File: src/rtl/display_pkg.sv
// Shared display-path types and constants for the note draw scheduler.
package display_pkg;

  localparam int unsigned X_W = 8;
  localparam int unsigned Y_W = 7;

  localparam logic [2:0] COLOUR_BG = 3'b000;
  // Indexed by lane: lane 0 = 3'b100 ... lane 3 = 3'b110.
  localparam logic [3:0][2:0] LANE_COLOUR = {3'b110, 3'b001, 3'b010, 3'b100};

  typedef struct packed {
    logic           valid;
    logic           drawn;
    logic [1:0]     lane;
    logic [Y_W-1:0] y;
  } note_slot_t;

  typedef enum logic [2:0] {
    StIdle,
    StScan,
    StReq,
    StWaitLo,
    StWaitHi,
    StUpdate,
    StNext
  } sched_state_e;

endpackage

File: src/rtl/note_slot_table.sv
// Falling-note slot storage: spawn into the lowest free slot, one scheduler write port,
// free-slot flag and registered valid count.
module note_slot_table
  import display_pkg::*;
#(
  parameter int unsigned NUM_SLOTS = 8,
  parameter int unsigned Y_START   = 0,
  localparam int unsigned IdxW     = $clog2(NUM_SLOTS)
) (
  input  logic            clock,
  input  logic            reset,
  input  logic            spawn_valid_i,
  input  logic [1:0]      spawn_lane_i,
  output logic            spawn_ready_o,
  output logic [3:0]      active_count_o,
  input  logic [IdxW-1:0] rd_idx_i,
  output logic            rd_valid_o,
  output logic            rd_drawn_o,
  output logic [1:0]      rd_lane_o,
  output logic [Y_W-1:0]  rd_y_o,
  input  logic            wr_en_i,
  input  logic            wr_valid_i,
  input  logic            wr_drawn_i,
  input  logic [Y_W-1:0]  wr_y_i
);

  note_slot_t            slots_q [NUM_SLOTS];
  logic                  free_found;
  logic [IdxW-1:0]       free_idx;
  logic [3:0]            count_d;
  logic [3:0]            count_q;

  // Descending scan so the last hit is the lowest-index free slot.
  always_comb begin
    free_found = 1'b0;
    free_idx   = '0;
    count_d    = '0;
    for (int i = NUM_SLOTS - 1; i >= 0; i--) begin
      if (!slots_q[i].valid) begin
        free_found = 1'b1;
        free_idx   = IdxW'(i);
      end
      count_d = count_d + {3'b000, slots_q[i].valid};
    end
  end

  // The scheduler only writes valid slots and spawn only targets invalid ones,
  // so the two write ports never collide.
  always_ff @(posedge clock) begin
    if (reset) begin
      for (int i = 0; i < NUM_SLOTS; i++) begin
        slots_q[i] <= '0;
      end
      count_q <= '0;
    end else begin
      if (wr_en_i) begin
        slots_q[rd_idx_i].valid <= wr_valid_i;
        slots_q[rd_idx_i].drawn <= wr_drawn_i;
        slots_q[rd_idx_i].y     <= wr_y_i;
      end
      if (spawn_valid_i && free_found) begin
        slots_q[free_idx].valid <= 1'b1;
        slots_q[free_idx].drawn <= 1'b0;
        slots_q[free_idx].lane  <= spawn_lane_i;
        slots_q[free_idx].y     <= Y_W'(Y_START);
      end
      count_q <= count_d;
    end
  end

  assign spawn_ready_o  = free_found;
  assign active_count_o = count_q;
  assign rd_valid_o     = slots_q[rd_idx_i].valid;
  assign rd_drawn_o     = slots_q[rd_idx_i].drawn;
  assign rd_lane_o      = slots_q[rd_idx_i].lane;
  assign rd_y_o         = slots_q[rd_idx_i].y;

endmodule

File: src/rtl/note_draw_scheduler.sv
// Per-frame walk of the note table issuing draw requests to the shape drawer.
// Define NOTE_ERASE_EN to erase each drawn note at its old position before moving it.
module note_draw_scheduler
  import display_pkg::*;
#(
  parameter int unsigned NUM_SLOTS  = 8,
  parameter int unsigned LANE_X0    = 16,
  parameter int unsigned LANE_PITCH = 32,
  parameter int unsigned Y_START    = 0,
  parameter int unsigned SPEED      = 2,
  parameter int unsigned Y_LIMIT    = 112
) (
  input  logic           clock,
  input  logic           reset,
  input  logic           frameTick,
  input  logic           spawnValid,
  input  logic [1:0]     spawnLane,
  output logic           spawnReady,
  output logic           startingAddressLoaded,
  output logic [X_W-1:0] xStart,
  output logic [Y_W-1:0] yStart,
  output logic [2:0]     colour,
  input  logic           shapeDone,
  output logic           frameBusy,
  output logic           frameOverrun,
  output logic [3:0]     activeCount
);

  localparam int unsigned IdxW = $clog2(NUM_SLOTS);

  sched_state_e    state_q, state_d;
  logic [IdxW-1:0] idx_q, idx_d;
  logic            pending_q, pending_d;
  logic            erase_q, erase_d;
  logic [X_W-1:0]  x_q;
  logic [Y_W-1:0]  y_q;
  logic [2:0]      colour_q;

  logic            load_req;
  logic [X_W-1:0]  req_x;
  logic [Y_W-1:0]  req_y;
  logic [2:0]      req_colour;
  logic [X_W-1:0]  y_next;
  logic            overrun;

  logic            table_ready;
  logic            rd_valid, rd_drawn;
  logic [1:0]      rd_lane;
  logic [Y_W-1:0]  rd_y;
  logic            wr_en, wr_valid, wr_drawn;
  logic [Y_W-1:0]  wr_y;

  note_slot_table #(
    .NUM_SLOTS (NUM_SLOTS),
    .Y_START   (Y_START)
  ) u_table (
    .clock          (clock),
    .reset          (reset),
    .spawn_valid_i  (spawnValid),
    .spawn_lane_i   (spawnLane),
    .spawn_ready_o  (table_ready),
    .active_count_o (activeCount),
    .rd_idx_i       (idx_q),
    .rd_valid_o     (rd_valid),
    .rd_drawn_o     (rd_drawn),
    .rd_lane_o      (rd_lane),
    .rd_y_o         (rd_y),
    .wr_en_i        (wr_en),
    .wr_valid_i     (wr_valid),
    .wr_drawn_i     (wr_drawn),
    .wr_y_i         (wr_y)
  );

  always_comb begin
    state_d    = state_q;
    idx_d      = idx_q;
    pending_d  = pending_q;
    erase_d    = erase_q;
    load_req   = 1'b0;
    req_x      = X_W'(LANE_X0) + X_W'(LANE_PITCH) * X_W'(rd_lane);
    req_y      = rd_y;
    req_colour = LANE_COLOUR[rd_lane];
    y_next     = {1'b0, rd_y} + X_W'(SPEED);
    overrun    = 1'b0;
    wr_en      = 1'b0;
    wr_valid   = rd_valid;
    wr_drawn   = rd_drawn;
    wr_y       = rd_y;

    // One tick may queue behind a running walk; any more are dropped.
    if (frameTick && state_q != StIdle) begin
      if (pending_q) begin
        overrun = 1'b1;
      end else begin
        pending_d = 1'b1;
      end
    end

    unique case (state_q)
      StIdle: begin
        if (frameTick || pending_q) begin
          state_d   = StScan;
          idx_d     = '0;
          pending_d = 1'b0;
        end
      end
      StScan: begin
        if (!rd_valid) begin
          state_d = StNext;
        end else if (!rd_drawn) begin
          load_req = 1'b1;
          erase_d  = 1'b0;
          req_y    = Y_W'(Y_START);
          state_d  = StReq;
        end else begin
`ifdef NOTE_ERASE_EN
          load_req   = 1'b1;
          erase_d    = 1'b1;
          req_colour = COLOUR_BG;
          state_d    = StReq;
`else
          state_d = StUpdate;
`endif
        end
      end
      StReq: state_d = StWaitLo;
      // Drawer is idle-high, so completion needs a low phase first.
      StWaitLo: begin
        if (!shapeDone) state_d = StWaitHi;
      end
      StWaitHi: begin
        if (shapeDone) begin
          if (erase_q) begin
            state_d = StUpdate;
          end else begin
            wr_en    = 1'b1;
            wr_drawn = 1'b1;
            state_d  = StNext;
          end
        end
      end
      StUpdate: begin
        wr_en = 1'b1;
        if (y_next > X_W'(Y_LIMIT)) begin
          wr_valid = 1'b0;
          state_d  = StNext;
        end else begin
          wr_y     = y_next[Y_W-1:0];
          load_req = 1'b1;
          erase_d  = 1'b0;
          req_y    = y_next[Y_W-1:0];
          state_d  = StReq;
        end
      end
      StNext: begin
        if (idx_q == IdxW'(NUM_SLOTS - 1)) begin
          state_d = StIdle;
        end else begin
          idx_d   = idx_q + 1'b1;
          state_d = StScan;
        end
      end
      default: state_d = StIdle;
    endcase
  end

  always_ff @(posedge clock) begin
    if (reset) begin
      state_q   <= StIdle;
      idx_q     <= '0;
      pending_q <= 1'b0;
      erase_q   <= 1'b0;
      x_q       <= '0;
      y_q       <= '0;
      colour_q  <= '0;
    end else begin
      state_q   <= state_d;
      idx_q     <= idx_d;
      pending_q <= pending_d;
      erase_q   <= erase_d;
      if (load_req) begin
        x_q      <= req_x;
        y_q      <= req_y;
        colour_q <= req_colour;
      end
    end
  end

  // Gated by reset so nothing leaks out during the reset cycle.
  assign startingAddressLoaded = (state_q == StReq) && !reset;
  assign frameBusy             = (state_q != StIdle) && !reset;
  assign frameOverrun          = overrun && !reset;
  assign spawnReady            = table_ready && !reset;
  assign xStart                = x_q;
  assign yStart                = y_q;
  assign colour                = colour_q;

endmodule
File: config.mk
export PLATFORM = sky130hd
export DESIGN_NAME = note_draw_scheduler
export DESIGN_NICKNAME = d
export VERILOG_FILES = /design/src/rtl/display_pkg.sv /design/src/rtl/note_slot_table.sv /design/src/rtl/note_draw_scheduler.sv
export SDC_FILE = /design/constraint.sdc
export NUM_CORES = 1
export LEC_CHECK = 0
export CAP_MARGIN = 25
export CELL_PAD_IN_SITES_DETAIL_PLACEMENT = 1
export CELL_PAD_IN_SITES_GLOBAL_PLACEMENT = 2
export CORE_MARGIN = 1.5
export CORE_UTILIZATION = 35
export CTS_BUF_LIST = sky130_fd_sc_hd__clkbuf_16
export DETAILED_ROUTE_END_ITERATION = 12
export PLACE_DENSITY = 0.76
export SYNTH_ARGS = -nofsm -noshare
export SYNTH_HDL_FRONTEND = slang
export SYNTH_HIERARCHICAL = 1
export SYNTH_SLANG_ARGS = --single-unit
File: constraint.sdc
create_clock -name clock -period 3.6 [get_ports clock]
set_input_delay 0.36 -clock clock [delete_from_list [all_inputs] [get_ports clock]]
set_output_delay 0.36 -clock clock [all_outputs]
set_load 0.01 [all_outputs]
==> results of run 1 <==
[through the flow]
step / hold WS (ns) / area (um2) / total power, mW / setup WS [ns]
2_1_floorplan: 0.4456 / 5798 / 1.737 / 0.02618
3_3_place_gp: 0.4343 / 6331 / 1.876 / 0.1883
3_5_place_dp: 0.4460 / 6331 / 1.893 / 0.09035
4_1_cts: 0.4570 / 6611 / 2.873 / 0.05019
5_1_grt: 0.4693 / 6635 / 2.976 / 0.007978
6_report: 0.4562 / 6635 / 2.855 / 0.1718
[power groups by stage]
stage          Sequential [mW]  Combinational (mW)  Clock, mW
4_1_cts                   1.40               0.468       1.01
2_1_floorplan             1.36               0.375          0
3_5_place_dp              1.43               0.467          0
6_report                  1.40               0.469      0.986
3_3_place_gp              1.42               0.453          0
5_1_grt                   1.41               0.518       1.05
[kinds of logic after synthesis]
group           count (synthesis)  synth area share
other cells                     1         0.0006487
fa+ha+maj                      13           0.03333
flops                         111            0.4121
simple gates                  212            0.1987
buf+inv                        77           0.06450
mux                            35           0.08896
xor+xnor                        8           0.01342
compound gates                135            0.1883
[layout by cell type, fill, tap and decap left out, types with 15 or more instances in the layout]
master / Yosys / final
a22oi_1: 33 / 33
a32oi_1: 35 / 35
and3_1: 15 / 15
buf_4: 10 / 36
clkdlybuf4s50_1: 0 / 27
dfxtp_1: 95 / 94
edfxtp_1: 16 / 16
inv_1: 19 / 19
nand2_1: 35 / 35
nor2_1: 84 / 84
[critical path, cell delays in order, from the launching register on]
cell and delay [ns]:
dfxtp_1 0.40, buf_4 0.23, mux4_2 0.52, mux2_2 0.36, and4b_1 0.22, o21a_1 0.24, o311a_4 0.44, nor2_4 0.17
mux2_2 0.45, a22oi_1 0.22, nor2_1 0.06
[cell type report]
type                            count  area (um2)
Fill cell                        1843        9365
Multi-Input combinational cell    408        3058
Sequential cell                   111        2384
Timing Repair Buffer               65       571.8
Tap cell                          216       270.3
Clock buffer                        9       225.2
Inverter                           19       71.32
Clock inverter                      7       55.05
[routing by layer]
layer	routed length (um)	share of wire	vias up
met5	0	0	-
met4	314	0.018	0
met3	718	0.041	25
met2	8327	0.47	133
met1	8183	0.47	2366
li1	-	-	2208
[final timing paths]
path         slack [ns]                    from                                  to
max reg2reg        0.17   idx_q[2]$_SDFFE_PP0P_  u_table/slots_q[4][2]$_SDFFE_PP0P_
min reg2reg        0.46  xStart[4]$_SDFFE_PP0P_              xStart[4]$_SDFFE_PP0P_
min                0.46  xStart[4]$_SDFFE_PP0P_              xStart[4]$_SDFFE_PP0P_
max                0.17   idx_q[2]$_SDFFE_PP0P_  u_table/slots_q[4][2]$_SDFFE_PP0P_
[flip-flops by register name (all words and copies together), names as in the netlist]
register and cells:
yStart 7, u_table/slots_q 88, pending_q 1, state_q 3
xStart 2, idx_q 3, u_table/active_count_o 4, colour 3
==> flow_summary.json, run 1 <==
{
  "yosysMostFrequentCell": "dfxtp_1",
  "tightestPinTransition_ns": 0.9856,
  "clock_latency_ns": 0.36,
  "hp-class": "reg -> reg",
  "design.core.area_um2": 16000,
  "dp_hpwl_mm": 12.75,
  "drc": 0,
  "clkPwrFrac": 0.345,
  "p_switching_uw": 862.5,
  "p_seq_frac": 0.490,
  "drtPass1Iterations": 5,
  "post-route-util": 0.4147,
  "synth_top_area_share": 0.3290,
  "fin_setup_tns_ns": 0,
  "layout.cells.non_filler": 835,
  "hold_viol": 0,
  "syn_inst": 592,
  "sw_frac_of_total": 0.3021,
  "syn_area_um2": 5781,
  "max-clock-path-buffers": 2,
  "use_met3": 0.02855,
  "syn2layout_area_growth_pct": 14.78,
  "dp.cells": 818,
  "worstSetupStartpointType": "flip-flop",
  "worstSetupEndpointType": "flip-flop",
  "status": "finished, final reports clean",
  "relSlewSlack": 0.3399,
  "drv_cap": 0,
  "peakVddDrop_v": 0.0002175,
  "use_met2": 0.3348,
  "setup_viol": 0,
  "combPwrFrac": 0.164,
  "drive_gt1_frac": 0.1809,
  "top_usage_layer": "met2",
  "grt_max_degree": 45,
  "avgSynthCellArea_um2": 9.764,
  "critPathMaxFanout": 11,
  "yosysSeqAreaShare": 0.4121,
  "yosys-top-cells-count": "dfxtp_1, nor2_1, a32oi_1, nand2_1, a22oi_1",
  "ys_seq_elements": 111,
  "grt_usage": 0.2066,
  "grt_pass1_wl_mm": 28.28,
  "routed_wl_mm": 17.54,
  "power_leakage_nw": 2.557,
  "num_vias": 4732,
  "min_path_cells": 2,
  "synth_area_leaders": "dfxtp_1, edfxtp_1, nor2_1, a32oi_1, mux4_2",
  "synth.distinct_cells": 80,
  "holdBufCountCts": 0,
  "yosys_warnings": 6,
  "synth_ff_type": "dfxtp_1",
  "fin_nets": 634,
  "synth_edf_count": 16,
  "rsz0062_at_grt": "false",
  "p_int_mw": 1.993,
  "synth-async-reset-ratio": 0,
  "clk_pin_slew_worst_paths_ns": 0.08,
  "post_cts_resized": 0,
  "gp_congestion": 0.8843,
  "gr-total-overflow": 0,
  "synth.largest_area_cell": "dfxtp_1",
  "antenna_found_initial": 0,
  "die_x_um": 131.5,
  "clock-root-buffer": "clkbuf_16",
  "dieArea_um2": 17300,
  "criticalPathCategory": "reg -> reg",
  "wl_per_cell_um": 21.01,
  "clock-sinks": 111,
  "cts_tree": "yes",
  "grtUsageMet1": 0.2830,
  "port_buffers": 27,
  "fmaxAchievable_mhz": 291.7,
  "numCtsBuffers": 9,
  "postRouteAntennaNets": 0,
  "period_share": 0.9523,
  "finalMaxSlewViolations": 0,
  "row_count": 46,
  "top_level_ports": 33,
  "fin_skew_ns": 0.01135,
  "h-tree-depth": 3,
  "required_ns": 3.85,
  "n_antenna_cell": 0,
  "period_needed_ns": 3.428,
  "detail_route.vias_per_cell": 5.667,
  "cts_setup_buffers": 0,
  "grt_pass1_vias": 4899,
  "cp.arrival_ns": 3.68,
  "p_per_area_nw_per_um2": 430.3,
  "start_util": 0.3613,
  "drtIter0Drc": 308,
  "die_y_um": 131.5,
  "r2r_cells": 10
}
Note: power is estimated with default switching activity, not from simulation.
==> run 2: changes to the inputs <==
- HOLD_SLACK_MARGIN: unset -> 0.03
- SLEW_MARGIN: unset -> 25
==> run 2 against run 1 <==
Final cell count decreased by 0.12%. Register-to-register slack about the same. Highest routed layer unchanged. First-iteration DRC count increased by 1.9%. Global-route usage did not move.
==> flow_summary.json, run 2 (synthesis results as in run 1) <==
{
  "status": "finished, final reports clean",
  "design.core.area_um2": 16000,
  "period_share": 0.9495,
  "fin_nets": 633,
  "port_buffers": 27,
  "final_cell_mix": "dfxtp_1, nor2_1, nand2_1, buf_4, a32oi_1",
  "rsz0062_at_grt": "false",
  "clock_latency_ns": 0.36,
  "peakVddDrop_v": 0.0002180,
  "required_ns": 3.85,
  "critPathMaxFanout": 11,
  "cpMostUsedCell": "mux2_2",
  "gr-total-overflow": 0,
  "relSlewSlack": 0.3484,
  "regMostFlops": "u_table/slots_q",
  "wl_per_cell_um": 21.03,
  "cts_tree": "yes",
  "numCtsBuffers": 9,
  "dp_hpwl_mm": 12.75,
  "drc": 0,
  "placed_cell_area_um2": 6331,
  "die_x_um": 131.5,
  "setup_viol": 0,
  "p_per_area_nw_per_um2": 429.9,
  "drtPass1Iterations": 6,
  "gp_congestion": 0.8843,
  "r2r-end": "u_table/slots_q[4][2]$_SDFFE_PP0P_",
  "top_level_ports": 33,
  "min_from": "xStart[4]$_SDFFE_PP0P_",
  "syn2layout_area_growth_pct": 14.76,
  "r2r_slack_ns": 0.18,
  "period_needed_ns": 3.418,
  "fin_setup_tns_ns": 0,
  "tightestPinTransition_ns": 0.9728,
  "max-clock-path-buffers": 2,
  "crit_path_max_incr_delay_ns": 0.52,
  "row_count": 46,
  "hold_viol": 0,
  "dieArea_um2": 17300,
  "num_vias": 4746,
  "grt_pass1_wl_mm": 28.28,
  "worstSetupStartpointType": "flip-flop",
  "fmaxAchievable_mhz": 292.6,
  "holdBufCountCts": 0,
  "grt_usage": 0.2066,
  "detail_route.vias_per_cell": 5.691,
  "holdPathEnd": "xStart[4]$_SDFFE_PP0P_",
  "power_leakage_nw": 2.553,
  "fin_skew_ns": 0.01047,
  "clock-sinks": 111,
  "finalMaxSlewViolations": 0,
  "criticalPathCategory": "reg -> reg",
  "hp-class": "reg -> reg",
  "drtIter0Drc": 314,
  "n_antenna_cell": 0,
  "largest_register_ffs": 88,
  "die_y_um": 131.5,
  "clk_pin_slew_worst_paths_ns": 0.08,
  "start_util": 0.3613,
  "antenna_found_initial": 0,
  "cp_slowest_cell": "mux4_2",
  "r2r-start": "idx_q[2]$_SDFFE_PP0P_",
  "routed_wl_mm": 17.54,
  "grt_max_degree": 45,
  "crit_chain": "buf_4 > mux4_2 > mux2_2 > and4b_1 > o21a_1 > o311a_4 > nor2_4 > mux2_2 > a22oi_1 > nor2_1",
  "clock-root-buffer": "clkbuf_16",
  "r2r_cells": 10,
  "worstSetupEndpointType": "flip-flop",
  "grt_pass1_vias": 4899,
  "mostFrequentLayoutCell": "dfxtp_1",
  "drive_gt1_frac": 0.1812,
  "design_area_um2": 6634,
  "postRouteAntennaNets": 0,
  "drv_cap": 0,
  "min_path_cells": 2,
  "cp.arrival_ns": 3.67,
  "h-tree-depth": 3
}
==> run 2: cell count changes in the layout (fill, tap and decap cells not counted), sizes merged <==
| cell | previous run | this run |
|---|---|---|
| buf | 38 | 37 |
==> run 2: metal layers <==
layer  track usage  vias up  wire length [um]
li1              -     2202                 -
met5             0        -                 0
met2        0.3348      162              8241
met4       0.06914        0               348
met1        0.2830     2353              8139
met3       0.02855       29               806
==> run 2: area by class of cell <==
cell class              instances  area, um2
fillers                      1841       9366
multi-input cells             408       3064
flip-flops and latches        111       2384
repair buffers                 64      564.3
well taps                     216      270.3
clock buffers                   9      225.2
inverters                      19      71.32
clock inverters                 7      55.05
==> run 2: metrics by stage <==
stage	utilization	std cells	power [mW]	worst slack [ns]	hold slack, ns
6_report	0.4146	834	2.852	0.1819	0.4561
5_1_grt	0.4146	834	2.976	0.007980	0.4693
4_1_cts	0.4132	834	2.873	0.05019	0.4570
3_5_place_dp	0.3957	818	1.893	0.09035	0.4460
3_3_place_gp	0.3957	818	1.876	0.1883	0.4343
2_1_floorplan	-	596	1.737	0.02618	0.4456
==> run 2: repair_timing <==
item,in CTS,in global routing
resized for setup,0,6
endpoints found under the setup margin,0,38
setup buffers,0,0
==> run 2: how the worst max path moves through the flow <==
stage,from,cells past startpoint,slack [ns],end
final,idx_q[2]$_SDFFE_PP0P_,10,0.18,u_table/slots_q[4][2]$_SDFFE_PP0P_
after global routing,idx_q[0]$_SDFFE_PP0P_,15,0.008,u_table/slots_q[0][3]$_SDFFE_PP0P_
after CTS,idx_q[0]$_SDFFE_PP0P_,13,0.05,u_table/slots_q[1][10]$_SDFFE_PP1P_
after detailed placement,idx_q[0]$_SDFFE_PP0P_,13,0.09,u_table/slots_q[5][10]$_SDFFE_PP1P_
after global placement,idx_q[0]$_SDFFE_PP0P_,13,0.19,u_table/slots_q[3][2]$_SDFFE_PP0P_
after floorplan,idx_q[0]$_SDFFE_PP0P_,15,0.03,u_table/slots_q[4][2]$_SDFFE_PP0P_
==> run 2: report_power, final <==
group	switching, mW	total, mW	internal (mW)	leakage, nW
Clock	0.504	0.984	0.480	0.135
Combinational	0.262	0.469	0.207	1.48
Sequential	0.0936	1.40	1.31	0.933
Total	0.860	2.85	1.99	2.55
==> run 2: worst max-delay path, delay by kind of cell, from the launching register on <==
kind            cells  cell delay [ns]
flops               1             0.40
buf+inv             1             0.23
simple gates        3             0.44
mux                 3             1.33
compound gates      3             0.90
==> run 3: changes to the inputs <==
- CTS_CLUSTER_SIZE: unset -> 30
==> results of run 3 <==
No change in the layout: final DEF, timing and power equal those of run 2.
